[src/rtl/adc0809_scan_ctrl_if.sv]
// Pin and result-port bundle for the ADC0809 scan controller.
// master = the controller; slave = converter/consumer side.
interface adc0809_scan_ctrl_if;
    logic       EN;
    logic [7:0] CH_EN;
    logic [7:0] D;
    logic       EOC;
    logic       ALE;
    logic       START;
    logic       OE;
    logic [2:0] ADDR;
    logic [2:0] RD_SEL;
    logic [7:0] RD_DATA;
    logic       SAMPLE_VLD;
    logic [2:0] SAMPLE_CH;
    logic [7:0] SAMPLE_DATA;
    logic       BUSY;
    logic       TIMEOUT_ERR;

    modport master (
        input  EN,
        input  CH_EN,
        input  D,
        input  EOC,
        input  RD_SEL,
        output ALE,
        output START,
        output OE,
        output ADDR,
        output RD_DATA,
        output SAMPLE_VLD,
        output SAMPLE_CH,
        output SAMPLE_DATA,
        output BUSY,
        output TIMEOUT_ERR
    );

    modport slave (
        output EN,
        output CH_EN,
        output D,
        output EOC,
        output RD_SEL,
        input  ALE,
        input  START,
        input  OE,
        input  ADDR,
        input  RD_DATA,
        input  SAMPLE_VLD,
        input  SAMPLE_CH,
        input  SAMPLE_DATA,
        input  BUSY,
        input  TIMEOUT_ERR
    );
endinterface

[src/rtl/adc0809_scan_ctrl.sv]
// Round-robin ADC0809 scan controller with EOC timeout and result file.
// Optional macro ADC_AVG_EN: store running 2-point average per channel.
module adc0809_scan_ctrl #(
    parameter int unsigned EOC_TIMEOUT = 255,
    parameter int unsigned OE_CYCLES   = 2
) (
    input  logic                CLK,
    input  logic                RST_N,
    adc0809_scan_ctrl_if.master bus
);

    typedef enum logic [2:0] {
        S_IDLE,
        S_SEL,
        S_STRT,
        S_WLO,
        S_WHI,
        S_READ,
        S_STORE,
        S_NEXT
    } state_t;

    localparam logic [7:0] LP_TO_LAST = 8'(EOC_TIMEOUT - 1);
    localparam logic [7:0] LP_OE_LAST = 8'(OE_CYCLES - 1);

    state_t     r_state;
    state_t     w_state_nxt;
    logic [2:0] r_ptr;
    logic [2:0] w_ptr_nxt;
    logic [7:0] r_cnt;
    logic [7:0] w_cnt_nxt;
    logic       r_terr;
    logic       w_terr_nxt;
    logic       w_capture;
    logic [7:0] r_res [8];
    logic [2:0] r_samp_ch;
    logic [7:0] r_samp_data;
    logic [7:0] w_store_val;
    logic       w_go;
    logic [2:0] w_pick_ge;
    logic [2:0] w_pick_gt;

    // First enabled channel at base+offset; excl skips base until last.
    function automatic logic [2:0] f_pick(
        input logic [7:0] mask,
        input logic [2:0] base,
        input logic       incl
    );
        logic [2:0] idx;
        logic [2:0] sel;
        sel = base;
        for (int k = 7; k >= 0; k--) begin
            idx = base + 3'(k) + {2'b00, ~incl};
            if (mask[idx]) sel = idx;
        end
        return sel;
    endfunction

    assign w_go      = bus.EN && (bus.CH_EN != 8'h00);
    assign w_pick_ge = f_pick(bus.CH_EN, r_ptr, 1'b1);
    assign w_pick_gt = f_pick(bus.CH_EN, r_ptr, 1'b0);

`ifdef ADC_AVG_EN
    logic [7:0] r_vld;
    logic [8:0] w_sum;

    assign w_sum = {1'b0, r_res[r_ptr]} + {1'b0, bus.D};
    assign w_store_val = r_vld[r_ptr] ? w_sum[8:1] : bus.D;

    always_ff @(posedge CLK or negedge RST_N) begin
        if (!RST_N) begin
            r_vld <= 8'h00;
        end else if (r_state == S_STORE) begin
            r_vld[r_ptr] <= 1'b1;
        end
    end
`else
    assign w_store_val = bus.D;
`endif

    always_comb begin
        w_state_nxt = r_state;
        w_ptr_nxt   = r_ptr;
        w_cnt_nxt   = r_cnt;
        w_terr_nxt  = r_terr;
        w_capture   = 1'b0;
        unique case (r_state)
            S_IDLE: begin
                if (w_go) begin
                    w_ptr_nxt   = w_pick_ge;
                    w_state_nxt = S_SEL;
                end
            end
            S_SEL: begin
                w_state_nxt = S_STRT;
            end
            S_STRT: begin
                w_cnt_nxt   = 8'h00;
                w_state_nxt = S_WLO;
            end
            S_WLO: begin
                if (!bus.EOC) begin
                    w_cnt_nxt   = 8'h00;
                    w_state_nxt = S_WHI;
                end else if (r_cnt == LP_TO_LAST) begin
                    w_terr_nxt  = 1'b1;
                    w_state_nxt = S_NEXT;
                end else begin
                    w_cnt_nxt = r_cnt + 8'h01;
                end
            end
            S_WHI: begin
                if (bus.EOC) begin
                    w_cnt_nxt   = 8'h00;
                    w_state_nxt = S_READ;
                end else if (r_cnt == LP_TO_LAST) begin
                    w_terr_nxt  = 1'b1;
                    w_state_nxt = S_NEXT;
                end else begin
                    w_cnt_nxt = r_cnt + 8'h01;
                end
            end
            S_READ: begin
                if (r_cnt == LP_OE_LAST) begin
                    w_capture   = 1'b1;
                    w_state_nxt = S_STORE;
                end else begin
                    w_cnt_nxt = r_cnt + 8'h01;
                end
            end
            S_STORE: begin
                w_state_nxt = S_NEXT;
            end
            S_NEXT: begin
                w_ptr_nxt   = w_pick_gt;
                w_state_nxt = w_go ? S_SEL : S_IDLE;
            end
            default: begin
                w_state_nxt = S_IDLE;
            end
        endcase
    end

    always_ff @(posedge CLK or negedge RST_N) begin
        if (!RST_N) begin
            r_state     <= S_IDLE;
            r_ptr       <= 3'd0;
            r_cnt       <= 8'h00;
            r_terr      <= 1'b0;
            r_samp_ch   <= 3'd0;
            r_samp_data <= 8'h00;
        end else begin
            r_state <= w_state_nxt;
            r_ptr   <= w_ptr_nxt;
            r_cnt   <= w_cnt_nxt;
            r_terr  <= w_terr_nxt;
            if (w_capture) begin
                r_samp_ch   <= r_ptr;
                r_samp_data <= w_store_val;
            end
        end
    end

    // Written at the end of STORE so a same-cycle read sees the old value.
    always_ff @(posedge CLK or negedge RST_N) begin
        if (!RST_N) begin
            for (int i = 0; i < 8; i++) begin
                r_res[i] <= 8'h00;
            end
        end else if (r_state == S_STORE) begin
            r_res[r_ptr] <= r_samp_data;
        end
    end

    assign bus.ALE = (r_state == S_SEL) ||
                     (r_state == S_STRT);
    assign bus.START = (r_state == S_STRT);
    assign bus.OE = (r_state == S_READ) ||
                    (r_state == S_STORE);
    assign bus.ADDR        = r_ptr;
    assign bus.RD_DATA     = r_res[bus.RD_SEL];
    assign bus.SAMPLE_VLD  = (r_state == S_STORE);
    assign bus.SAMPLE_CH   = r_samp_ch;
    assign bus.SAMPLE_DATA = r_samp_data;
    assign bus.BUSY        = (r_state != S_IDLE);
    assign bus.TIMEOUT_ERR = r_terr;

endmodule

[src/flat_wrapper.sv]
// flat-port wrapper written by rule: the top's interface ports become plain ports
module adc0809_scan_ctrl_flat 
#(
    parameter int unsigned EOC_TIMEOUT = 255,
    parameter int unsigned OE_CYCLES   = 2
)
  (CLK, RST_N, bus_EN, bus_CH_EN, bus_D, bus_EOC, bus_RD_SEL, bus_ALE, bus_START, bus_OE, bus_ADDR, bus_RD_DATA, bus_SAMPLE_VLD, bus_SAMPLE_CH, bus_SAMPLE_DATA, bus_BUSY, bus_TIMEOUT_ERR);
  adc0809_scan_ctrl_if bus_i ();
  input  logic CLK;
  input  logic RST_N;
  input wire logic [$bits(bus_i.EN)-1:0] bus_EN;
  input wire logic [$bits(bus_i.CH_EN)-1:0] bus_CH_EN;
  input wire logic [$bits(bus_i.D)-1:0] bus_D;
  input wire logic [$bits(bus_i.EOC)-1:0] bus_EOC;
  input wire logic [$bits(bus_i.RD_SEL)-1:0] bus_RD_SEL;
  output wire logic [$bits(bus_i.ALE)-1:0] bus_ALE;
  output wire logic [$bits(bus_i.START)-1:0] bus_START;
  output wire logic [$bits(bus_i.OE)-1:0] bus_OE;
  output wire logic [$bits(bus_i.ADDR)-1:0] bus_ADDR;
  output wire logic [$bits(bus_i.RD_DATA)-1:0] bus_RD_DATA;
  output wire logic [$bits(bus_i.SAMPLE_VLD)-1:0] bus_SAMPLE_VLD;
  output wire logic [$bits(bus_i.SAMPLE_CH)-1:0] bus_SAMPLE_CH;
  output wire logic [$bits(bus_i.SAMPLE_DATA)-1:0] bus_SAMPLE_DATA;
  output wire logic [$bits(bus_i.BUSY)-1:0] bus_BUSY;
  output wire logic [$bits(bus_i.TIMEOUT_ERR)-1:0] bus_TIMEOUT_ERR;
  assign bus_i.EN = bus_EN;
  assign bus_i.CH_EN = bus_CH_EN;
  assign bus_i.D = bus_D;
  assign bus_i.EOC = bus_EOC;
  assign bus_i.RD_SEL = bus_RD_SEL;
  assign bus_ALE = bus_i.ALE;
  assign bus_START = bus_i.START;
  assign bus_OE = bus_i.OE;
  assign bus_ADDR = bus_i.ADDR;
  assign bus_RD_DATA = bus_i.RD_DATA;
  assign bus_SAMPLE_VLD = bus_i.SAMPLE_VLD;
  assign bus_SAMPLE_CH = bus_i.SAMPLE_CH;
  assign bus_SAMPLE_DATA = bus_i.SAMPLE_DATA;
  assign bus_BUSY = bus_i.BUSY;
  assign bus_TIMEOUT_ERR = bus_i.TIMEOUT_ERR;
  adc0809_scan_ctrl #(.EOC_TIMEOUT(EOC_TIMEOUT), .OE_CYCLES(OE_CYCLES)) u_core (.CLK(CLK), .RST_N(RST_N), .bus(bus_i));
endmodule
[config.mk]
export PLATFORM = sky130hd
export DESIGN_NAME = adc0809_scan_ctrl_flat
export DESIGN_NICKNAME = d
export VERILOG_FILES = /design/src/rtl/adc0809_scan_ctrl_if.sv /design/src/rtl/adc0809_scan_ctrl.sv /design/src/flat_wrapper.sv
export SDC_FILE = /design/constraint.sdc
export NUM_CORES = 1
export LEC_CHECK = 0
export CAP_MARGIN = 20
export CORE_ASPECT_RATIO = 1.4
export CORE_MARGIN = 2
export CORE_UTILIZATION = 45
export CTS_CLUSTER_SIZE = 8
export DETAILED_ROUTE_END_ITERATION = 6
export PLACE_DENSITY = 0.69
export SYNTH_ARGS = -nofsm -noshare
export SYNTH_HDL_FRONTEND = slang
export SYNTH_SLANG_ARGS = --single-unit
[constraint.sdc]
create_clock -name CLK -period 2.9 [get_ports CLK]
set_clock_uncertainty 0.1 [all_clocks]
set_input_delay 0.58 -clock CLK [delete_from_list [all_inputs] [get_ports CLK]]
set_output_delay 0.58 -clock CLK [all_outputs]
set_load 0.01 [all_outputs]
**After elaboration in Yosys (flattened, before gate mapping)**

Cells that the tools add are included.

- Bits in registers: 90
- Bits in latches: 0
- RAM bits: 0
- Bits in read-only memories: 0
- Bits of input ports: 23
- Output and inout bits: 28
- Memories: 0

- Add/sub/neg operators: 15
- Multiply operators: 0
- Divide/modulo/power cells: 0
- Magnitude comparators: 18
- Eq/ne operators: 17
- Shift-type cells: 0
- Multiplexer cells: 72
- Bitwise operators: 2
- Reductions and logical operators: 14

Operators with widths:

| operator | count |
|---|---|
| $mux 3 | 22 |
| $bwmux 64 | 1 |
| $lt 3x4->1 const B | 15 |
| $mux 8 | 7 |
| $bmux 1 s3 | 15 |
| $pmux 8 s4 | 1 |
| $add 3x1->3 const B | 8 |
| $bmux 8 s3 | 1 |
| $demux 8 s3 | 1 |
| $pmux 3 s8 | 1 |
| $mux 1 | 21 |
| $add 3x3->3 const B | 4 |
| $eq 3x3->1 const B | 4 |
| $ne 9x1->1 const B | 1 |
| $add 8x1->8 const B | 1 |
| $eq 8x1->1 const B | 1 |
| $eq 8x8->1 const B | 1 |
| $ge 4x4->1 const B | 2 |
| $ne 2x2->1 const B | 4 |
| $ne 8x1->1 const B | 1 |
| $not 3->4 | 2 |
| $reduce_bool 8->1 | 1 |
| $add 3x2->3 const B | 2 |
| $eq 3x2->1 const B | 2 |
| other kinds (14) | 19 |

**Longest topological paths before layout**

- Depth in word-level cells: 13
- Mapped depth: 14
- Depth with buffers taken out: 10

**Worst setup path before layout**

No wires, ideal clock.

- Kind: reg-to-reg
- From: reg u_core.r_ptr[0], in the netlist u_core.bus.ADDR[0]
- To: reg u_core.r_ptr[1], in the netlist u_core.bus.ADDR[1]
- Library setup time: 0.128 ns
- Arrival: 3.074 ns
- Required time: 2.672 ns
- Setup slack: -0.402 ns
- Stages on the path, launching flop included: 13
- Buffers on the path: 3
- Clock period less this slack: 3.302 ns
- Cell sequence: dfrtp_1 -> buf_4 -> buf_2 -> inv_2 -> ha_1 -> buf_6 -> mux4_1 -> mux2_4 -> or3_1 -> a41oi_2 -> nand3_1 -> o211ai_2 -> a31oi_1

- Word-level cells in the longest chain between the ends: 12
- Elaborated cells between the ends (all ways): 66
- Classes of those cells: add/sub (14); eq/ne (3); mux (48); reduce/logical (1)

RTL lines:

| what | RTL line | RTL |
|---|---|---|
| start: declaration | adc0809_scan_ctrl.sv:28 | `logic [2:0] r_ptr;` |
| start signal: assignment | adc0809_scan_ctrl.sv:154 | `r_ptr <= w_ptr_nxt;` |
| $add 3x3->3 | adc0809_scan_ctrl.sv:53 | `idx = base + 3'(k) + {2'b00, ~incl};` |
| $add 3x1->3 / $bmux 1 s3 (equally long branches) | adc0809_scan_ctrl.sv:53, adc0809_scan_ctrl.sv:54 |  |
| $bmux 1 s3 / $mux 1 (equally long branches) | adc0809_scan_ctrl.sv:54 | `if (mask[idx]) sel = idx;` |
| $mux 1 (not written as such) / $mux 3 (equally long branches) | adc0809_scan_ctrl.sv:54 |  |
| $mux 3 (6 in series) | adc0809_scan_ctrl.sv:54 |  |
| $mux 3 (on tied branches) | adc0809_scan_ctrl.sv:54, adc0809_scan_ctrl.sv:89 |  |
| $pmux 3 s2 | adc0809_scan_ctrl.sv:87 | `unique case (r_state)` |

Several ways; a longest one is shown, not always the timed one. The select of a mux whose other input is x is not followed.
A chain may end at the register's enable or synchronous reset.

**Final worst setup path**

- From: reg u_core.r_ptr[1], in the netlist u_core.bus.ADDR[1]
- To: reg u_core.r_ptr[1], in the netlist u_core.bus.ADDR[1]

The elaborated chain is that of the path after synthesis.

==> key figures <==
Timing
  • Final hold violations: 0
  • Max transition margin: 48.5%
  • Tmin final: 2.84 ns
  • Post-route setup slack: 0.0555 ns
  • RSZ-0062 raised after global routing: yes
  • Tightest Pin Transition: 0.765 ns
  • Highest clock rate: 0.352 GHz
  • Post-route clock period utilization: 98.1%
  • Final setup viols: 0
  • Setup TNS: 0 ns
  • Slew Viols, Final: 0

Clock network
  • CTS Buf Count: 9
  • Max Buffers Root-to-Sink: 2
  • Clock latency on the worst-skew pair: 0.33 ns
  • Clock transition at the registers of the reported paths: 0.06 ns
  • H-tree depth: 3
  • Root Driver: clkbuf_16
  • CTS tree: done
  • Clk sinks: 90

Power
  • Clock share of power: 16.5%
  • Pwr Density: 978 nW/um^2
  • Max VDD drop: 588 uV
  • Reg power frac: 26.1%
  • Combinational Power Share: 57.4%
  • Switching Share: 36.4%
  • Switching power: 2.50 mW
  • Leak: 3.14 nW
  • Internal Pwr Total: 4.35 mW

Synthesis
  • #FFs+latches synth: 90
  • Sequential element share of the synthesized area: 40.9%
  • Post-synthesis cell type count: 64
  • EDFF count, synth: 0
  • Yosys top cell by area: dfrtp_1
  • Avg Inst Size Synth: 11.9 sq um
  • Ys Warns: 0
  • Post-synth top flop: dfrtp_1
  • Largest cells by area after synthesis: dfrtp_1, mux2_2, mux4_2
  • Synthesized netlist cell count: 462
  • Post-synthesis instance area: 5510 sq um
  • Async set-or-reset flop fraction in the synthesized netlist: 100%
  • Area fraction of the dominant cell type after synthesis: 40.9%
  • Post-Syn Nets: 499

Layout
  • Final Util: 58.9%
  • Area growth, synth to finish: 27.2%
  • Area of the multi-input gates: 3150 sq um
  • Commonest non-fill, non-tap cells in the layout: dfrtp_1, mux2_2, buf_4, nand2_1, clkdlybuf4s50_1
  • Register Area: 2250 sq um
  • Commonest non-fill, non-tap cell in the layout: dfrtp_1
  • Non-filler cells, final: 718
  • Share of layout cells above drive strength 1: 37.5%
  • Final net count: 604
  • Design area: 7000 sq um
  • Ant diodes: 0
  • Fillers: 964

GRT
  • First-pass GRT wire length: 21900 um
  • Largest net degree at the start of global routing: 39
  • Initial antenna violation count: 0
  • Vias in the first global route: 4457
  • Total GRT Usage: 20.8%
  • Overflow after GRT: 0

Floorplanning
  • Core ar.: 11900 sq um
  • Initial Util: 46.4%
  • Die span in x: 97.5 um
  • Die extent in y: 135 um
  • Die footprint: 13100 sq um
  • Site row count: 47
  • Top Ports: 51

Drt
  • Via density: 5.78
  • Final WL: 13100 um
  • Vias: 4151
  • Met3 Routed Length: 402 um
  • Post-route DRC: 0
  • ANT nets after route: 0
  • M1 WL: 5360 um
  • Drt pass-1 iters: 4
  • DR WL met2: 7120 um
  • 1st-iter DRT viols: 202
  • Wire per inst: 18.2 um
  • Max layer used: met4

Outcome
  • Status: finished, final reports clean

Worst setup path
  • Crit path max-delay cell type: xor3_2
  • R2R cell count: 12
  • Worst setup SP type: flip-flop
  • Critical-path cell list: buf_6 > buf_6 > ha_4 > xor3_2 > mux2i_2 > and3_4 > buf_6 > o21a_1 > or3_1 > a21oi_2 > o21ai_2 > a31oi_1
  • Critical path arrival: 2.99 ns
  • Worst Setup Path Type: reg2reg
  • Req. time, crit path: 3.05 ns
  • Bufs and invs on worst path: 3
  • Max Fanout on Critical Path: 5
  • Worst R2R Setup Slack: 0.06 ns
  • R2r endpoint: u_core.bus.ADDR[1]
  • R2r startpoint: u_core.bus.ADDR[1]
  • Most frequent cell on the critical path: buf_6
  • Crit. End Element: flip-flop
  • Largest delay share family, worst path: compound AO/OA/AOI/OAI gates
  • Largest stage delay on the critical path: 0.45 ns

Place
  • Placed Cells: 700
  • GPL Wtd Cong: 0.863
  • Dpl hpwl: 9250 um
  • Setup Slack @ Placement: -0.359 ns
  • Post-DP Area: 6620 sq um
  • # port buffers: 50

Hold path
  • Worst hold path type: in2async

Run
  • Max cap viols: 0
synthesized netlist by cell type (all sizes together) (5+ instances only):
master / n
mux2: 83
xnor2: 5
o21ai: 29
dfrtp: 90
buf: 11
clkbuf: 9
nor2b: 5
ha: 14
nor3: 7
and3: 5
nand3: 9
mux2i: 10
or3: 5
and2: 6
mux4: 32
nor4: 5
a21oi: 16
inv: 13
nand2: 44
nor2: 16
through the flow:
stage,power (mW),hold slack (ns)
2_1_floorplan,4.21,0.184
3_3_place_gp,5.47,0.352
3_5_place_dp,5.58,0.360
4_1_cts,6.73,0.125
5_1_grt,7.33,0.147
6_report,6.85,0.114
final cells by class:
cell class / count / area share [%]
timing repair buffer: 114 / 15.2
clock buffer: 12 / 3.52
inverter: 15 / 0.911
clock inverter: 3 / 0.572
tap: 147 / 2.63
multi-input combinational: 337 / 45.0
sequential: 90 / 32.2
worst reg2reg max path, stage by stage (launching register included):
cell and delay [ns]:
dfrtp_1 0.41, buf_6 0.14, buf_6 0.11, ha_4 0.15, xor3_2 0.45, mux2i_2 0.20, and3_4 0.19, buf_6 0.11
o21a_1 0.16, or3_1 0.35, a21oi_2 0.14, o21ai_2 0.08, a31oi_1 0.17
what timing repair did:
action,4_1_cts,5_1_grt
hold buffers,0,0
gates cloned,1,0
pin swaps,1,12
setup endpoints to repair,9,3
resized for setup,11,17
setup buffers,1,1
state kept, by name, indices dropped and copies added, names as in the netlist:
name and flops:
u_core.r_res 64, u_core.bus.ADDR 3, u_core.r_cnt 8, u_core.r_state 3, u_core.bus.TIMEOUT_ERR 1, u_core.bus.SAMPLE_CH 3
u_core.bus.SAMPLE_DATA 8
routing by layer:
layer | track usage [%] | up-vias
li1 | - | 1941
met1 | 24.9 | 2109
met2 | 37.5 | 85
met3 | 3.42 | 16
met4 | 7.79 | 0
met5 | 0 | -
how the worst max path moves through the flow:
stage / start / endpoint / slack (ns) / depth (start not counted)
finish: u_core.bus.ADDR[1] / u_core.bus.ADDR[1] / 0.06 / 12
floorplan: u_core.bus.ADDR[0] / u_core.bus.ADDR[1] / -0.07 / 12
global route: u_core.bus.ADDR[1] / u_core.bus.ADDR[1] / -0.03 / 12
CTS: u_core.bus.ADDR[0] / u_core.bus.ADDR[1] / 0.05 / 12
global placement: bus_RD_SEL[0] / bus_RD_DATA[2] / -0.35 / 5
detailed placement: bus_RD_SEL[0] / bus_RD_DATA[2] / -0.36 / 5
power by group through the flow:
stage | Sequential (mW) | Clock [mW] | Combinational [mW]
2_1_floorplan | 1.73 | 0 | 2.48
5_1_grt | 1.84 | 1.21 | 4.29
4_1_cts | 1.78 | 1.15 | 3.80
6_report | 1.78 | 1.13 | 3.93
3_3_place_gp | 1.78 | 0 | 3.68
3_5_place_dp | 1.80 | 0 | 3.78
cells by family after synthesis:
kind of cell | after synthesis | share of synthesized area (%)
muxes | 125 | 32.4
and+or+nand+nor | 118 | 10.7
DFF | 90 | 40.9
AOI/OAI and AO/OA | 73 | 8.34
buffers and inverters | 35 | 2.77
adders and majority gates | 14 | 3.18
xor gates and xnor gates | 7 | 1.68
(Power assumes the default switching activity.)
